## config.mk

```make
export PLATFORM = sky130hd
export DESIGN_NAME = regfile_write_arbiter
export DESIGN_NICKNAME = d
export VERILOG_FILES = /design/src/rtl/regfile_pkg.sv /design/src/rtl/rr_arbiter2.sv /design/src/rtl/regfile_write_arbiter.sv
export SDC_FILE = /design/constraint.sdc
export NUM_CORES = 1
export LEC_CHECK = 0
export BUFFER_PORTS_ARGS = -buffer_cell sky130_fd_sc_hd__buf_4
export CAP_MARGIN = 15
export CORE_MARGIN = 4
export CORE_UTILIZATION = 25
export DETAILED_ROUTE_END_ITERATION = 12
export PLACE_DENSITY_LB_ADDON = 0.2
export SYNTH_ARGS = -nofsm -noshare
export SYNTH_HDL_FRONTEND = slang
export SYNTH_SLANG_ARGS = --single-unit
export TNS_END_PERCENT = 5
```

## constraint.sdc

```tcl
create_clock -name clock -period 3.7 [get_ports clock]
set_input_delay 1.11 -clock clock [delete_from_list [all_inputs] [get_ports clock]]
set_output_delay 1.11 -clock clock [all_outputs]
set_load 0.05 [all_outputs]
```

## src/rtl/regfile_pkg.sv

```systemverilog
// regfile_pkg: shared widths and requester indices for the register-file write arbiter.
package regfile_pkg;
  localparam int DATA_WIDTH = 32;
  localparam int ADDR_WIDTH = 5;
  localparam int NUM_REGS = 2 ** ADDR_WIDTH;
  localparam int REG_ZERO = 0;
  localparam int REQ_ALU = 0;
  localparam int REQ_MEM = 1;
endpackage

```

## src/rtl/rr_arbiter2.sv

```systemverilog
// rr_arbiter2: two-way round-robin arbiter; last pointer moves only on a grant.
module rr_arbiter2
  import regfile_pkg::*;
(
  input  logic       clk,
  input  logic       rst,
  input  logic [1:0] valid_i,
  input  logic       hold_i,
  output logic [1:0] grant_o
);
  logic last_q, last_d;
  always_comb begin
    grant_o = hold_i ? 2'b00 : (&valid_i) ? (last_q ? 2'b01 : 2'b10) : valid_i;
    last_d = grant_o[REQ_MEM] ? 1'b1 : grant_o[REQ_ALU] ? 1'b0 : last_q;
  end
  always_ff @(posedge clk) begin
    if (rst) last_q <= 1'b1;
    else last_q <= last_d;
  end
endmodule

```

## src/rtl/regfile_write_arbiter.sv

```systemverilog
// regfile_write_arbiter: round-robin sharing of the register-file write port plus RAW scoreboard.
module regfile_write_arbiter
  import regfile_pkg::*;
#(
  parameter int DW = DATA_WIDTH,
  parameter int AW = ADDR_WIDTH,
  parameter int NR = NUM_REGS
) (
  input  logic          clock,
  input  logic          reset,
  input  logic          hold,
  input  logic          req0_valid,
  input  logic [AW-1:0] req0_reg,
  input  logic [DW-1:0] req0_data,
  output logic          req0_ready,
  input  logic          req1_valid,
  input  logic [AW-1:0] req1_reg,
  input  logic [DW-1:0] req1_data,
  output logic          req1_ready,
  input  logic          issue_valid,
  input  logic [AW-1:0] issue_reg,
  input  logic [AW-1:0] read_reg_1,
  input  logic [AW-1:0] read_reg_2,
  output logic          busy_1,
  output logic          busy_2,
  output logic          regwrite,
  output logic [AW-1:0] write_reg,
  output logic [DW-1:0] write_data
);
  logic [1:0] grant;
  logic acc;
  logic [AW-1:0] a_reg;
  logic [DW-1:0] a_data;
  logic regwrite_q, regwrite_d;
  logic [AW-1:0] write_reg_q, write_reg_d;
  logic [DW-1:0] write_data_q, write_data_d;
  logic [NR-1:0] pending_q, pending_d;
  // Reset doubles as hold so neither requester sees ready while reset is high.
  rr_arbiter2 u_arb (
    .clk(clock),
    .rst(reset),
    .valid_i({req1_valid, req0_valid}),
    .hold_i(hold | reset),
    .grant_o(grant)
  );
  always_comb begin
    req0_ready = grant[REQ_ALU];
    req1_ready = grant[REQ_MEM];
    acc = |grant;
    a_reg = grant[REQ_MEM] ? req1_reg : req0_reg;
    a_data = grant[REQ_MEM] ? req1_data : req0_data;
    regwrite_d = acc & (a_reg != '0);
    write_reg_d = regwrite_d ? a_reg : write_reg_q;
    write_data_d = regwrite_d ? a_data : write_data_q;
    pending_d = pending_q;
    if (acc) pending_d[a_reg] = 1'b0;
    if (issue_valid) pending_d[issue_reg] = 1'b1;
    pending_d[REG_ZERO] = 1'b0;
  end
  always_ff @(posedge clock) begin
    if (reset) begin
      regwrite_q <= 1'b0;
      write_reg_q <= '0;
      write_data_q <= '0;
      pending_q <= '0;
    end else begin
      regwrite_q <= regwrite_d;
      write_reg_q <= write_reg_d;
      write_data_q <= write_data_d;
      pending_q <= pending_d;
    end
  end
  // The in-flight write is still visible as busy until the register file commits it.
  always_comb begin
    regwrite = regwrite_q;
    write_reg = write_reg_q;
    write_data = write_data_q;
    busy_1 = (read_reg_1 != '0) & (pending_q[read_reg_1] | (regwrite_q & (write_reg_q == read_reg_1)));
    busy_2 = (read_reg_2 != '0) & (pending_q[read_reg_2] | (regwrite_q & (write_reg_q == read_reg_2)));
  end
endmodule
```

# == Word-level counts from Yosys, hierarchy flattened ==
# Cells that the tools add are included.
# word_totals
register_bits,71
latchBits,0
out_inout_bits,42
rom_bits,0
memories,0
inputBits,95
ramBits,0
word_cells,48
# classes
order_cmp,6
n_mux,15
n_addsub,0
mul,0
reduce_logical,8
n_shift,0
n_bitwise,11
div_mod_pow,0
eq_ne,2
# op_table
op,count
$mux W32,3
$and A32 B32 Y32,1
$not A32 Y32,1
$or A32 B32 Y32,1
$lt A5 B6 Y1 const B,4
$reduce_bool A5 Y1,3
$bmux W1 S5,2
$demux W1 S5,2
$eq A5 B5 Y1,2
$ge A5 B1 Y1 const B,2
$mux W2,3
$and A1 B1 Y1,5
$mux W5,1
$mux W1,4
$reduce_or A2 Y1,2
$or A1 B1 Y1,3
$logic_and A1 B1 Y1,2
$reduce_and A2 Y1,1

# == Depth between registers and ports, before layout ==
# logic_depth
ltp_word,13
mapped_depth,9
ltp_nobuf,6

# == By module ==
# From an unflattened synthesis, not the netlist that was laid out.
# unflattened
hier_cells,410
area_unflattened_um2,3744.8
# modules_own_cells
module,area_per_inst_um2,cells_per_inst,seq_area_each_um2,n_inst
regfile_write_arbiter,3674.8,402,1381.3,1
rr_arbiter2,70.1,8,20.0,1

# == Worst setup path before layout ==
# OpenSTA, ideal clock, no wires.
# synth_timing
kind,in2out
from,input read_reg_1[0]
to,output busy_1
n_path_buf,2
path_slack_ns,-0.089
stages,6
required_time_ns,2.590
arrival_ns,2.679
path_cell_list,buf_2 > buf_4 > mux2i_1 > mux4_2 > o31ai_1 > o22a_1
# synth_via
elab_chain_cells,4
elab_cells_between_ends,7
classes_between,eq/ne (1); mux (2); bitwise (3); reduce/logical (1)
# synth_rtl
item,line_no,source
from (decl),regfile_write_arbiter.sv:22,"input logic [AW-1:0] read_reg_1,"
$bmux W1 S5 / $eq A5 B5 Y1 (equally long branches),regfile_write_arbiter.sv:78,busy_1 = (read_reg_1 != '0) & (pending_q[read_reg_1] | (regwrite_q & (write_reg_q == read_reg_1)));
$mux W1 (not written as such) / $and A1 B1 Y1 (equally long branches),regfile_write_arbiter.sv:78,
$or A1 B1 Y1,regfile_write_arbiter.sv:78,
$and A1 B1 Y1 (*),regfile_write_arbiter.sv:78,
to (decl),regfile_write_arbiter.sv:24,"output logic busy_1,"
# Every way passes the cells marked *; elsewhere a longest branch is shown, timed or not. The select of a mux whose other input is x is not followed.

# == Worst setup path in the final report ==
# Ends and elaborated chain as after synthesis.

==> metrics.txt <==
Achievable Freq=274 MHz; sequential cell area=0.00140 mm^2; clock tree buffer depth=2; number of global-route vias before repair=4225; CP required=2.59 ns; HP Class=reg -> reg; Distinct cells, synth=53; Async S/R FF share, synth=0%; Slew headroom=38.3%; Clock Tree Root=clkbuf_16; Worst Skew=0.00675 ns; largest net degree at the start of global routing=69; vias post-DR=4168; period utilisation layout=98.7%; row count=46; Startpoint Class=input port; Syn Inst Count=491; worst vdd ir=0.225 mV; Post-Syn Area per Cell=8.48 um^2; number of I/O pins=137; Setup Crit Path Kind=in -> out; Post-CTS Hold Buffers=0; initial antenna violation count=0; Final setup viols=0; crit-path max FO=4; Layout area overhead=36.7%; DRT iter0 DRCs=223; Congestion Overflow GR=0; # fillers=1702; P_int=1.44 mW; Syn Nets=586; CTS tree=yes; Combinational Power Share=22.5%; vias per cell=5.02; Worst EP arrival=2.54 ns; LEAKAGE=2.23 nW; die area=0.0188 mm^2; Die X-Extent=137 um; status=complete, no violations; metal2 WL=6.62 mm; FF+latch count, synth=70; CP peak stage delay=0.48 ns; hold slack=0.508 ns; CP cell instances=buf_6, mux4_2, or2_4, a31oi_4, a21oi_1, o22a_2, buf_8; Multi-input gate area=0.00257 mm^2; Syn. warnings=0; DR WL/cell=17.1 um; core area=0.0161 mm^2; Mapped Area=0.00417 mm^2; Largest register FFs=32; Synth top area share=33.6%; Clock transition at path regs=0.06 ns; crit path capture type=output pin; Initial Utilization=25.8%; total of max-cap violations=0; EDFF count, synth=0; CTS HTree Levels=3; sequential fraction of the synthesis area=33.6%; GRT Util Overall=15.0%; drt total wl=14.2 mm; Min Clock Period, post-route=3.65 ns; diode count=0; Slew @ Worst Pin=0.925 ns; Final Non-Filler Cells=831; Synth area leader=dfxtp_1; P_sw=672 uW; Util after Layout=35.3%; port buffer count=136; first-pass GRT wire length=22.0 mm; HPWL after DPL=10.8 mm; Critical-path top delay cell=mux4_2; GPL Wtd Cong=0.959; fraction of layout instances using a drive strength above 1=36.3%; final hold violations=0; Layout Nets=705; clock power share=39.1%; Worst-Skew Late Latency=0.34 ns; max layer used=met4; switching part of the total=31.7%; Flop pwr share=38.4%; DRT Pass-1 Iters=4; ys flop type=dfxtp_1; placed instance count=815; largest cells by area after synthesis=dfxtp_1, a311oi_2, nand2_1, mux4_2, a21oi_1; met3 wire len=1.21 mm; Die Y=137 um; residual DRC count=0; unrepaired setup endpoints after global routing=yes; Reg2Reg Setup Slack=1.46 ns; max-slew violation count=0; total clock sinks=70; TritonCTS buffer count=9; Routed Antenna Nets=0; power density over the cells=372 mW/mm^2; WL met1=5.95 mm
[critical path: cells and delay by family]
kind / cells / cell delay, ns
mux: 1 / 0.48
simple gates: 1 / 0.25
compound gates: 3 / 0.44
buf+inv: 2 / 0.25
[layer usage]
layer,vias up,GRT usage [%]
met2,156,23.7
li1,2024,-
met5,-,0
met4,0,5.76
met1,1966,18.9
met3,22,5.15
[layout make-up]
class,instances,area share (%)
Clock buffer,9,3.96
Timing Repair Buffer,147,20.1
Inverter,7,0.462
Multi-Input combinational cell,375,45.1
Clock inverter,7,1.05
Tap cell,216,4.75
Sequential cell,70,24.6
[layout by cell type, fill, tap and decap left out, drive strengths merged, types with 3 or more instances in the layout]
master,synthesis,routed
nor2,48,48
mux2,5,5
a21oi,36,36
mux4,10,10
o21ai,35,35
mux2i,12,12
clkbuf,16,9
nand3b,4,4
a31oi,6,6
inv,7,12
o211ai,4,4
a41oi,3,3
and3,5,5
nand2,106,106
nor3b,4,4
nand2b,4,4
dfxtp,70,70
nor3,5,5
xor2,8,8
a311oi,34,34
nand3,9,9
nor4,6,6
buf,23,147
[synth_stat cells, drive strengths merged, types with 3 or more instances]
cell type  instances
nand3              9
a41oi              3
buf               23
xor2               8
nor3               5
nor2              48
and3               5
o211ai             4
o21ai             35
clkbuf            16
nand2            106
mux2               5
a311oi            34
mux4              10
nor4               6
a21oi             36
inv                7
nor3b              4
mux2i             12
nand3b             4
nand2b             4
a31oi              6
dfxtp             70
[power by group through the flow]
stage                     clock (mW)  sequential [mW]  combinational (mW)
after floorplan                    0            0.912               0.207
after global placement             0            0.827               0.467
after detailed placement           0            0.828               0.472
after CTS                      0.857            0.812               0.472
after global routing           0.879            0.815               0.513
final                          0.828            0.812               0.477
[cells by family (layout without fill, tap and decap cells)]
kind of cell              Yosys count  after routing  share of synthesized area [%]
xor gates and xnor gates           10             10                           2.10
AOI/OAI and AO/OA                 136            136                           27.2
and+or+nand+nor                   202            202                           21.7
buffers and inverters              46            170                           5.71
muxes                              27             27                           9.64
DFF                                70             70                           33.6
[path summary, 6_finish.rpt]
check,startpoint,end,cells past startpoint
max,read_reg_1[0],busy_1,7
min,pending_q[24]$_SDFF_PP0_,pending_q[24]$_SDFF_PP0_,2
max reg2reg,u_arb.last_q$_SDFFE_PP1P_,write_data[22]$_SDFFE_PP0P_,7
min reg2reg,pending_q[24]$_SDFF_PP0_,pending_q[24]$_SDFF_PP0_,2
[stage by stage]
step	setup WS [ns]	power, mW	setup TNS [ns]	cell area (um^2)
2_1_floorplan	-0.0327	1.12	-0.0327	4170
3_3_place_gp	0.00688	1.29	0	5340
3_5_place_dp	0.000380	1.30	0	5340
4_1_cts	0.00119	2.14	0	5630
5_1_grt	0.00166	2.21	0	5690
6_report	0.0482	2.12	0	5690
[what timing repair did]
action | in CTS | in global routing
resized for setup | 0 | 13
endpoints found under the setup margin | 0 | 2
setup buffers | 0 | 0
Note: power is estimated with default switching activity, not from simulation.
